<file path="config.mk">
export PLATFORM = sky130hd
export DESIGN_NAME = sad_search_ctrl_flat
export DESIGN_NICKNAME = d
export VERILOG_FILES = /design/src/rtl/sad_pkg.sv /design/src/rtl/sad_search_ctrl_if.sv /design/src/rtl/sad_min_tracker.sv /design/src/rtl/sad_search_ctrl.sv /design/src/flat_wrapper.sv
export SDC_FILE = /design/constraint.sdc
export NUM_CORES = 1
export LEC_CHECK = 0
export ABC_CLOCK_PERIOD_IN_PS = 6500
export CORE_AREA = 4 4 105 107
export DETAILED_ROUTE_END_ITERATION = 12
export DIE_AREA = 0 0 109 111
export PLACE_DENSITY = 0.62
export RECOVER_POWER = 25
export SLEW_MARGIN = 5
export SYNTH_ARGS = -nofsm -noshare
export SYNTH_HDL_FRONTEND = slang
export SYNTH_SLANG_ARGS = --single-unit
export TNS_END_PERCENT = 5
</file>
<file path="constraint.sdc">
create_clock -name Clk -period 6.5 [get_ports Clk]
set_clock_uncertainty 0.1 [all_clocks]
set_input_delay 0.65 -clock Clk [delete_from_list [all_inputs] [get_ports Clk]]
set_output_delay 0.65 -clock Clk [all_outputs]
set_load 0.005 [all_outputs]
</file>
<file path="src/rtl/sad_pkg.sv">
// Shared definitions for the SAD motion-search blocks.
// Provides the search sequencer state type and the default widths of the
// SAD datapath (operand address, pixel data, SAD result).
package sad_pkg;

  localparam int A_WIDTH   = 15;
  localparam int D_WIDTH   = 8;
  localparam int SAD_WIDTH = 32;

  typedef enum logic [1:0] {
    IDLE,
    ISSUE,
    WAIT,
    FINISH
  } search_state_t;

endpackage

</file>
<file path="src/rtl/sad_search_ctrl_if.sv">
// Signal bundle between the motion-estimation host, the search sequencer and
// the SAD unit.
//   Host side : Start, Abort, Base_B, Cand_Count -> ctrl; Busy, Done, Best_* <- ctrl
//   SAD side  : Sad_Go, Sad_Base_B -> SAD unit; Sad_Done, Sad_Value <- SAD unit
// slave  : view of the sequencer itself
// master : view of the environment (host + SAD unit)
interface sad_search_ctrl_if #(
  parameter int A_WIDTH   = sad_pkg::A_WIDTH,
  parameter int SAD_WIDTH = sad_pkg::SAD_WIDTH,
  parameter int IDX_WIDTH = 4
);

  logic                 Start;
  logic                 Abort;
  logic [A_WIDTH-1:0]   Base_B;
  logic [IDX_WIDTH:0]   Cand_Count;

  logic                 Sad_Go;
  logic [A_WIDTH-1:0]   Sad_Base_B;
  logic                 Sad_Done;
  logic [SAD_WIDTH-1:0] Sad_Value;

  logic                 Busy;
  logic                 Done;
  logic [SAD_WIDTH-1:0] Best_Sad;
  logic [IDX_WIDTH-1:0] Best_Idx;

  modport slave (
    input  Start, Abort, Base_B, Cand_Count, Sad_Done, Sad_Value,
    output Sad_Go, Sad_Base_B, Busy, Done, Best_Sad, Best_Idx
  );

  modport master (
    output Start, Abort, Base_B, Cand_Count, Sad_Done, Sad_Value,
    input  Sad_Go, Sad_Base_B, Busy, Done, Best_Sad, Best_Idx
  );

endinterface

</file>
<file path="src/rtl/sad_min_tracker.sv">
// Running-minimum register for SAD results.
//   Clk, Rst  : clock, synchronous active-high reset
//   clear     : restart tracking (minimum = all-ones, index = 0)
//   valid     : value/idx present a result to consider
//   value,idx : candidate SAD and its index
//   best_sad, best_idx : registered minimum and its index
// Strict less-than update, so on ties the earlier (lower) index is kept.
module sad_min_tracker
  import sad_pkg::*;
#(
  parameter int SAD_WIDTH = sad_pkg::SAD_WIDTH,
  parameter int IDX_WIDTH = 4
) (
  input  logic                 Clk,
  input  logic                 Rst,
  input  logic                 clear,
  input  logic                 valid,
  input  logic [SAD_WIDTH-1:0] value,
  input  logic [IDX_WIDTH-1:0] idx,
  output logic [SAD_WIDTH-1:0] best_sad,
  output logic [IDX_WIDTH-1:0] best_idx
);

  always_ff @(posedge Clk) begin
    if (Rst || clear) begin
      best_sad <= '1;
      best_idx <= '0;
    end else if (valid && (value < best_sad)) begin
      best_sad <= value;
      best_idx <= idx;
    end
  end

endmodule

</file>
<file path="src/rtl/sad_search_ctrl.sv">
// Candidate-search sequencer for the SAD unit.
// Issues one Sad_Go per candidate with the B base stepped by CAND_STRIDE,
// collects each Sad_Value on Sad_Done, keeps the minimum and its index, and
// pulses Done when every candidate has been evaluated.
//   Clk, Rst : clock, synchronous active-high reset
//   bus      : host handshake (Start/Abort/Base_B/Cand_Count/Busy/Done/Best_*)
//              and SAD unit handshake (Sad_Go/Sad_Base_B/Sad_Done/Sad_Value)
// All outputs are registered; Sad_Done never reaches Sad_Go combinationally.
module sad_search_ctrl #(
  parameter int A_WIDTH     = sad_pkg::A_WIDTH,
  parameter int SAD_WIDTH   = sad_pkg::SAD_WIDTH,
  parameter int IDX_WIDTH   = 4,
  parameter int CAND_STRIDE = 256
) (
  input  logic             Clk,
  input  logic             Rst,
  sad_search_ctrl_if.slave bus
);

  import sad_pkg::*;

  localparam logic [A_WIDTH-1:0] STRIDE = A_WIDTH'(CAND_STRIDE);

  search_state_t        state;
  logic [IDX_WIDTH:0]   idx;
  logic [IDX_WIDTH:0]   idx_next;
  logic [IDX_WIDTH:0]   count;
  logic [A_WIDTH-1:0]   base_b;
  logic                 go;
  logic                 busy;
  logic                 done;
  logic                 clear;
  logic                 valid;
  logic [SAD_WIDTH-1:0] best_sad;
  logic [IDX_WIDTH-1:0] best_idx;

  always_comb begin
    idx_next = idx + (IDX_WIDTH + 1)'(1);
    clear    = (state == IDLE) && bus.Start;
    // Abort wins over a same-cycle Sad_Done: that result is dropped.
    valid    = (state == WAIT) && bus.Sad_Done && !bus.Abort;
  end

  // base_b doubles as the address accumulator: loaded with Base_B on Start,
  // advanced by one stride on each following ISSUE, held through WAIT.
  always_ff @(posedge Clk) begin
    if (Rst) begin
      state  <= IDLE;
      idx    <= '0;
      count  <= '0;
      base_b <= '0;
      go     <= 1'b0;
      busy   <= 1'b0;
      done   <= 1'b0;
    end else begin
      go   <= 1'b0;
      done <= 1'b0;
      case (state)
        IDLE: begin
          if (bus.Start) begin
            base_b <= bus.Base_B;
            count  <= bus.Cand_Count;
            idx    <= '0;
            busy   <= 1'b1;
            if (bus.Cand_Count == '0) begin
              state <= FINISH;
              done  <= 1'b1;
            end else begin
              state <= ISSUE;
              go    <= 1'b1;
            end
          end
        end
        ISSUE: begin
          if (bus.Abort) begin
            state <= IDLE;
            busy  <= 1'b0;
          end else begin
            state <= WAIT;
          end
        end
        WAIT: begin
          if (bus.Abort) begin
            state <= IDLE;
            busy  <= 1'b0;
          end else if (bus.Sad_Done) begin
            idx <= idx_next;
            if (idx_next == count) begin
              state <= FINISH;
              done  <= 1'b1;
            end else begin
              state  <= ISSUE;
              go     <= 1'b1;
              base_b <= base_b + STRIDE;
            end
          end
        end
        FINISH: begin
          state <= IDLE;
          busy  <= 1'b0;
        end
        default: begin
          state <= IDLE;
          busy  <= 1'b0;
        end
      endcase
    end
  end

  sad_min_tracker #(
    .SAD_WIDTH (SAD_WIDTH),
    .IDX_WIDTH (IDX_WIDTH)
  ) u_min_tracker (
    .Clk      (Clk),
    .Rst      (Rst),
    .clear    (clear),
    .valid    (valid),
    .value    (bus.Sad_Value),
    .idx      (idx[IDX_WIDTH-1:0]),
    .best_sad (best_sad),
    .best_idx (best_idx)
  );

  assign bus.Sad_Go     = go;
  assign bus.Sad_Base_B = base_b;
  assign bus.Busy       = busy;
  assign bus.Done       = done;
  assign bus.Best_Sad   = best_sad;
  assign bus.Best_Idx   = best_idx;

endmodule

</file>
<file path="src/flat_wrapper.sv">
// flat-port wrapper written by rule: the top's interface ports become plain ports
module sad_search_ctrl_flat import sad_pkg::*;
#(
  parameter int A_WIDTH     = sad_pkg::A_WIDTH,
  parameter int SAD_WIDTH   = sad_pkg::SAD_WIDTH,
  parameter int IDX_WIDTH   = 4,
  parameter int CAND_STRIDE = 256
)
  (Clk, Rst, bus_Start, bus_Abort, bus_Base_B, bus_Cand_Count, bus_Sad_Done, bus_Sad_Value, bus_Sad_Go, bus_Sad_Base_B, bus_Busy, bus_Done, bus_Best_Sad, bus_Best_Idx);
  sad_search_ctrl_if #(.A_WIDTH(A_WIDTH), .SAD_WIDTH(SAD_WIDTH), .IDX_WIDTH(IDX_WIDTH)) bus_i ();
  input  logic Clk;
  input  logic Rst;
  input wire logic [$bits(bus_i.Start)-1:0] bus_Start;
  input wire logic [$bits(bus_i.Abort)-1:0] bus_Abort;
  input wire logic [$bits(bus_i.Base_B)-1:0] bus_Base_B;
  input wire logic [$bits(bus_i.Cand_Count)-1:0] bus_Cand_Count;
  input wire logic [$bits(bus_i.Sad_Done)-1:0] bus_Sad_Done;
  input wire logic [$bits(bus_i.Sad_Value)-1:0] bus_Sad_Value;
  output wire logic [$bits(bus_i.Sad_Go)-1:0] bus_Sad_Go;
  output wire logic [$bits(bus_i.Sad_Base_B)-1:0] bus_Sad_Base_B;
  output wire logic [$bits(bus_i.Busy)-1:0] bus_Busy;
  output wire logic [$bits(bus_i.Done)-1:0] bus_Done;
  output wire logic [$bits(bus_i.Best_Sad)-1:0] bus_Best_Sad;
  output wire logic [$bits(bus_i.Best_Idx)-1:0] bus_Best_Idx;
  assign bus_i.Start = bus_Start;
  assign bus_i.Abort = bus_Abort;
  assign bus_i.Base_B = bus_Base_B;
  assign bus_i.Cand_Count = bus_Cand_Count;
  assign bus_i.Sad_Done = bus_Sad_Done;
  assign bus_i.Sad_Value = bus_Sad_Value;
  assign bus_Sad_Go = bus_i.Sad_Go;
  assign bus_Sad_Base_B = bus_i.Sad_Base_B;
  assign bus_Busy = bus_i.Busy;
  assign bus_Done = bus_i.Done;
  assign bus_Best_Sad = bus_i.Best_Sad;
  assign bus_Best_Idx = bus_i.Best_Idx;
  sad_search_ctrl #(.A_WIDTH(A_WIDTH), .SAD_WIDTH(SAD_WIDTH), .IDX_WIDTH(IDX_WIDTH), .CAND_STRIDE(CAND_STRIDE)) u_core (.Clk(Clk), .Rst(Rst), .bus(bus_i));
endmodule
</file>
==> flow_summary_export.csv <==
group,metric,value,unit
clocking,htree_levels,3,
clocking,clk_pin_slew,0.07,ns
critical_path,critPathArrivalTime,3.65,ns
critical_path,worst-path-max-fanout,36,
drt,vias,3597,
die,rows,37,
finish,area_delta_synth_final,35.9,%
sta,slew_headroom,18.1,%
critical_path,slowest_delay,1.03,ns
synthesis,async_flop_share,0,%
clocking,cts_buffers,9,
clocking,clock_latency,0.34,ns
place,hpwlAfterDp,7.29,mm
finish,final_common_cell,"clkdlybuf4s50_1",
sta,period_needed,3.48,ns
sta,period_share,53.5,%
die,initial_core_util,36.9,%
synthesis,synth_edf_count,0,
drt,drt_iter0_drc,134,
critical_path,crit_buf_inv,1,
power,switching_share,34.4,%
clocking,cts-root-buf,"clkbuf_8",
finish,drive_gt1_share,6.14,%
clocking,cts_tree,"done",
clocking,hold_buffers,0,
flow_run,cap_viol_max_count,0,
place,io_buffer_count,110,
worst_hold_path,min_path_type,"reg -> reg",
critical_path,crit_slowest_cell,"a211o_1",
drt,drtPass1Iterations,4,
critical_path,crit_required,6.67,ns
critical_path,critPathCaptureType,"register",
power,p_clk_share,24.5,%
drt,wl_per_cell,14.4,um
global_route,grt_pass1_wl,16.9,mm
sta,final-hold-violation-count,0,
drt,drtAntennaViolNets,0,
power,p_total,1.30,mW
sta,rsz0062_at_grt,"no",
synthesis,yosysWarnings,0,
power,combinationalPowerShare,36.6,%
drt,viasPerCell,5.21,
die,fp.dieH,111,um
sta,tightest_slew,1.23,ns
critical_path,reg2reg_slack,3.33,ns
synthesis,synthesis.instances,449,
run_status,status,"finished, final reports clean",
finish,nNetsFinal,644,
synthesis,synth_ff_type,"dfxtp_1",
sta,fmax,288,MHz
global_route,grt_max_degree,37,
sta,fin_tns_setup,0,ns
power,share_seq_of_total_power,38.9,%
synthesis,ys_seq_area_share,35.3,%
global_route,antenna_found_initial,1,
clocking,cts_num_sinks,66,
power,vdd_drop_max,0.128,mV
place,gp_congestion,0.809,
critical_path,worstSetupStartpointType,"input pin",
drt,drt_wl_total,9.97,mm
clocking,cts_setup_buffers,0,
sta,slew_violations,0,
power,p_leak,2.22,nW
synthesis,syn_avg_cell_area,8.33,um^2
place,placedCellCount,676,
clocking,cts_max_path_buffers,2,
sta,setup_violations,0,
synthesis,syn-cell-area,3740,um^2
die,core_region_area,10100,um^2
synthesis,synth_seq_cells,66,
die,die_w,109,um
die,dieArea,12100,um^2
critical_path,critPathKind,"in -> reg",
power,power_switching,0.448,mW
finish,final_cells,691,
finish,final_cell_mix,"84 x clkdlybuf4s50_1, 74 x nand3_1, 66 x dfxtp_1",
drt,drc,0,
power,powerDensity,256,nW/um^2
power,intPower,0.853,mW
global_route,grt_usage,16.9,%
synthesis,synth_cell_types,48,
clocking,cts_resized,0,
global_route,grt_pass1_vias,3610,
global_route,globalRouteOverflowTotal,0,
synthesis,syn-num-nets,542,
critical_path,critPathTopFamily,"compound AO/OA/AOI/OAI gates",
die,num_io_pins,111,
critical_path,worstPathCellList,"clkdlybuf4s50_1 > ha_1 > nand4_1 > nor4_4 > a211o_1 > o21ai_0 > a21boi_1",
## kinds of logic after synthesis
family,count (synthesis),share of synthesized area (%)
simple gates,157,21.6
fa+ha+maj,36,12.0
buf+inv,61,7.83
mux,3,0.836
xor+xnor,8,1.87
flops,66,35.3
compound gates,118,20.5
## worst reg2reg max path: cells and delay by family, from the launching register on
kind                     cells  cell delay, ns
buffers and inverters        1            0.08
AND/OR/NAND/NOR              2            0.47
AO/OA/AOI/OAI                4            1.41
adder cells (fa/ha/maj)      1            0.66
flip-flops                   1            0.32
## worst paths after layout
check             cells after the start                startpoint                           endpoint
setup / recovery                      7         bus_Sad_Value[31]   u_core.u_min_tracker.best_idx[2]
hold / removal                        1  u_core.bus.Sad_Base_B[6]           u_core.bus.Sad_Base_B[6]
setup reg to reg                      8           u_core.state[0]  u_core.u_min_tracker.best_sad[25]
hold reg to reg                       1  u_core.bus.Sad_Base_B[6]           u_core.bus.Sad_Base_B[6]
## layer usage
layer | up-vias | track usage [%] | wire length (um)
met5 | - | 0 | 0
met4 | 0 | 4.88 | 138
met3 | 12 | 5.42 | 830
met2 | 105 | 26.5 | 4380
met1 | 1672 | 22.0 | 4620
li1 | 1808 | - | -
## metrics by stage
step	hold slack, ns	worst slack, ns	instance area [um^2]	util (%)
2_1_floorplan	0.348	4.06	3740	-
3_3_place_gp	0.355	2.77	4900	48.4
3_5_place_dp	0.361	2.69	4900	48.4
4_1_cts	0.379	3.03	5080	50.1
5_1_grt	0.385	2.83	5080	50.1
6_report	0.370	3.02	5080	50.1
## flip-flops by register name, summed over array words and instances (netlist names)
name	cells
u_core.u_min_tracker.best_sad	32
u_core.bus.Sad_Base_B	15
u_core.count	5
u_core.bus.Done	1
u_core.bus.Sad_Go	1
u_core.bus.Busy	1
u_core.idx	5
u_core.state	2
u_core.u_min_tracker.best_idx	4
## cell type report
type / count / area (um^2)
fill: 984 / 5060
multi-input combinational: 322 / 2140
sequential: 66 / 1320
timing repair buffer: 114 / 1130
tap: 136 / 170
clock buffer: 12 / 165
inverter: 38 / 143
clock inverter: 2 / 12.5
antenna: 1 / 2.50
## synthesized netlist by cell type, types with 2 or more instances
master | number | area (um^2)
a21o_1 | 2 | 15.0
xor2_1 | 3 | 26.3
o21a_1 | 2 | 15.0
buf_6 | 6 | 67.6
o21ai_1 | 31 | 155
buf_2 | 6 | 30.0
xnor2_1 | 5 | 43.8
a211o_1 | 2 | 17.5
a21boi_1 | 4 | 30.0
nor3_1 | 14 | 70.1
nand2b_1 | 5 | 31.3
nor2_1 | 15 | 56.3
nand3_1 | 74 | 370
or2_2 | 3 | 18.8
nor4_4 | 2 | 42.5
nor3b_1 | 2 | 15.0
a211oi_1 | 3 | 22.5
nor2b_1 | 4 | 25.0
ha_1 | 36 | 450
nand2_1 | 27 | 101
o21ai_0 | 15 | 75.1
mux2i_1 | 2 | 20.0
clkbuf_1 | 9 | 33.8
a21oi_1 | 36 | 180
dfxtp_1 | 66 | 1320
nand4_1 | 5 | 31.3
inv_1 | 37 | 139
o32ai_1 | 4 | 35.0
a22o_1 | 9 | 78.8
o221ai_1 | 2 | 17.5
## power by group through the flow
stage | combinational, mW | clock, mW | sequential [mW]
after global placement | 0.475 | 0 | 0.513
after CTS | 0.486 | 0.331 | 0.506
after floorplan | 0.303 | 0 | 0.510
after detailed placement | 0.483 | 0 | 0.514
final | 0.476 | 0.319 | 0.506
after global routing | 0.535 | 0.349 | 0.516
Power figures use the tool's default switching activity.
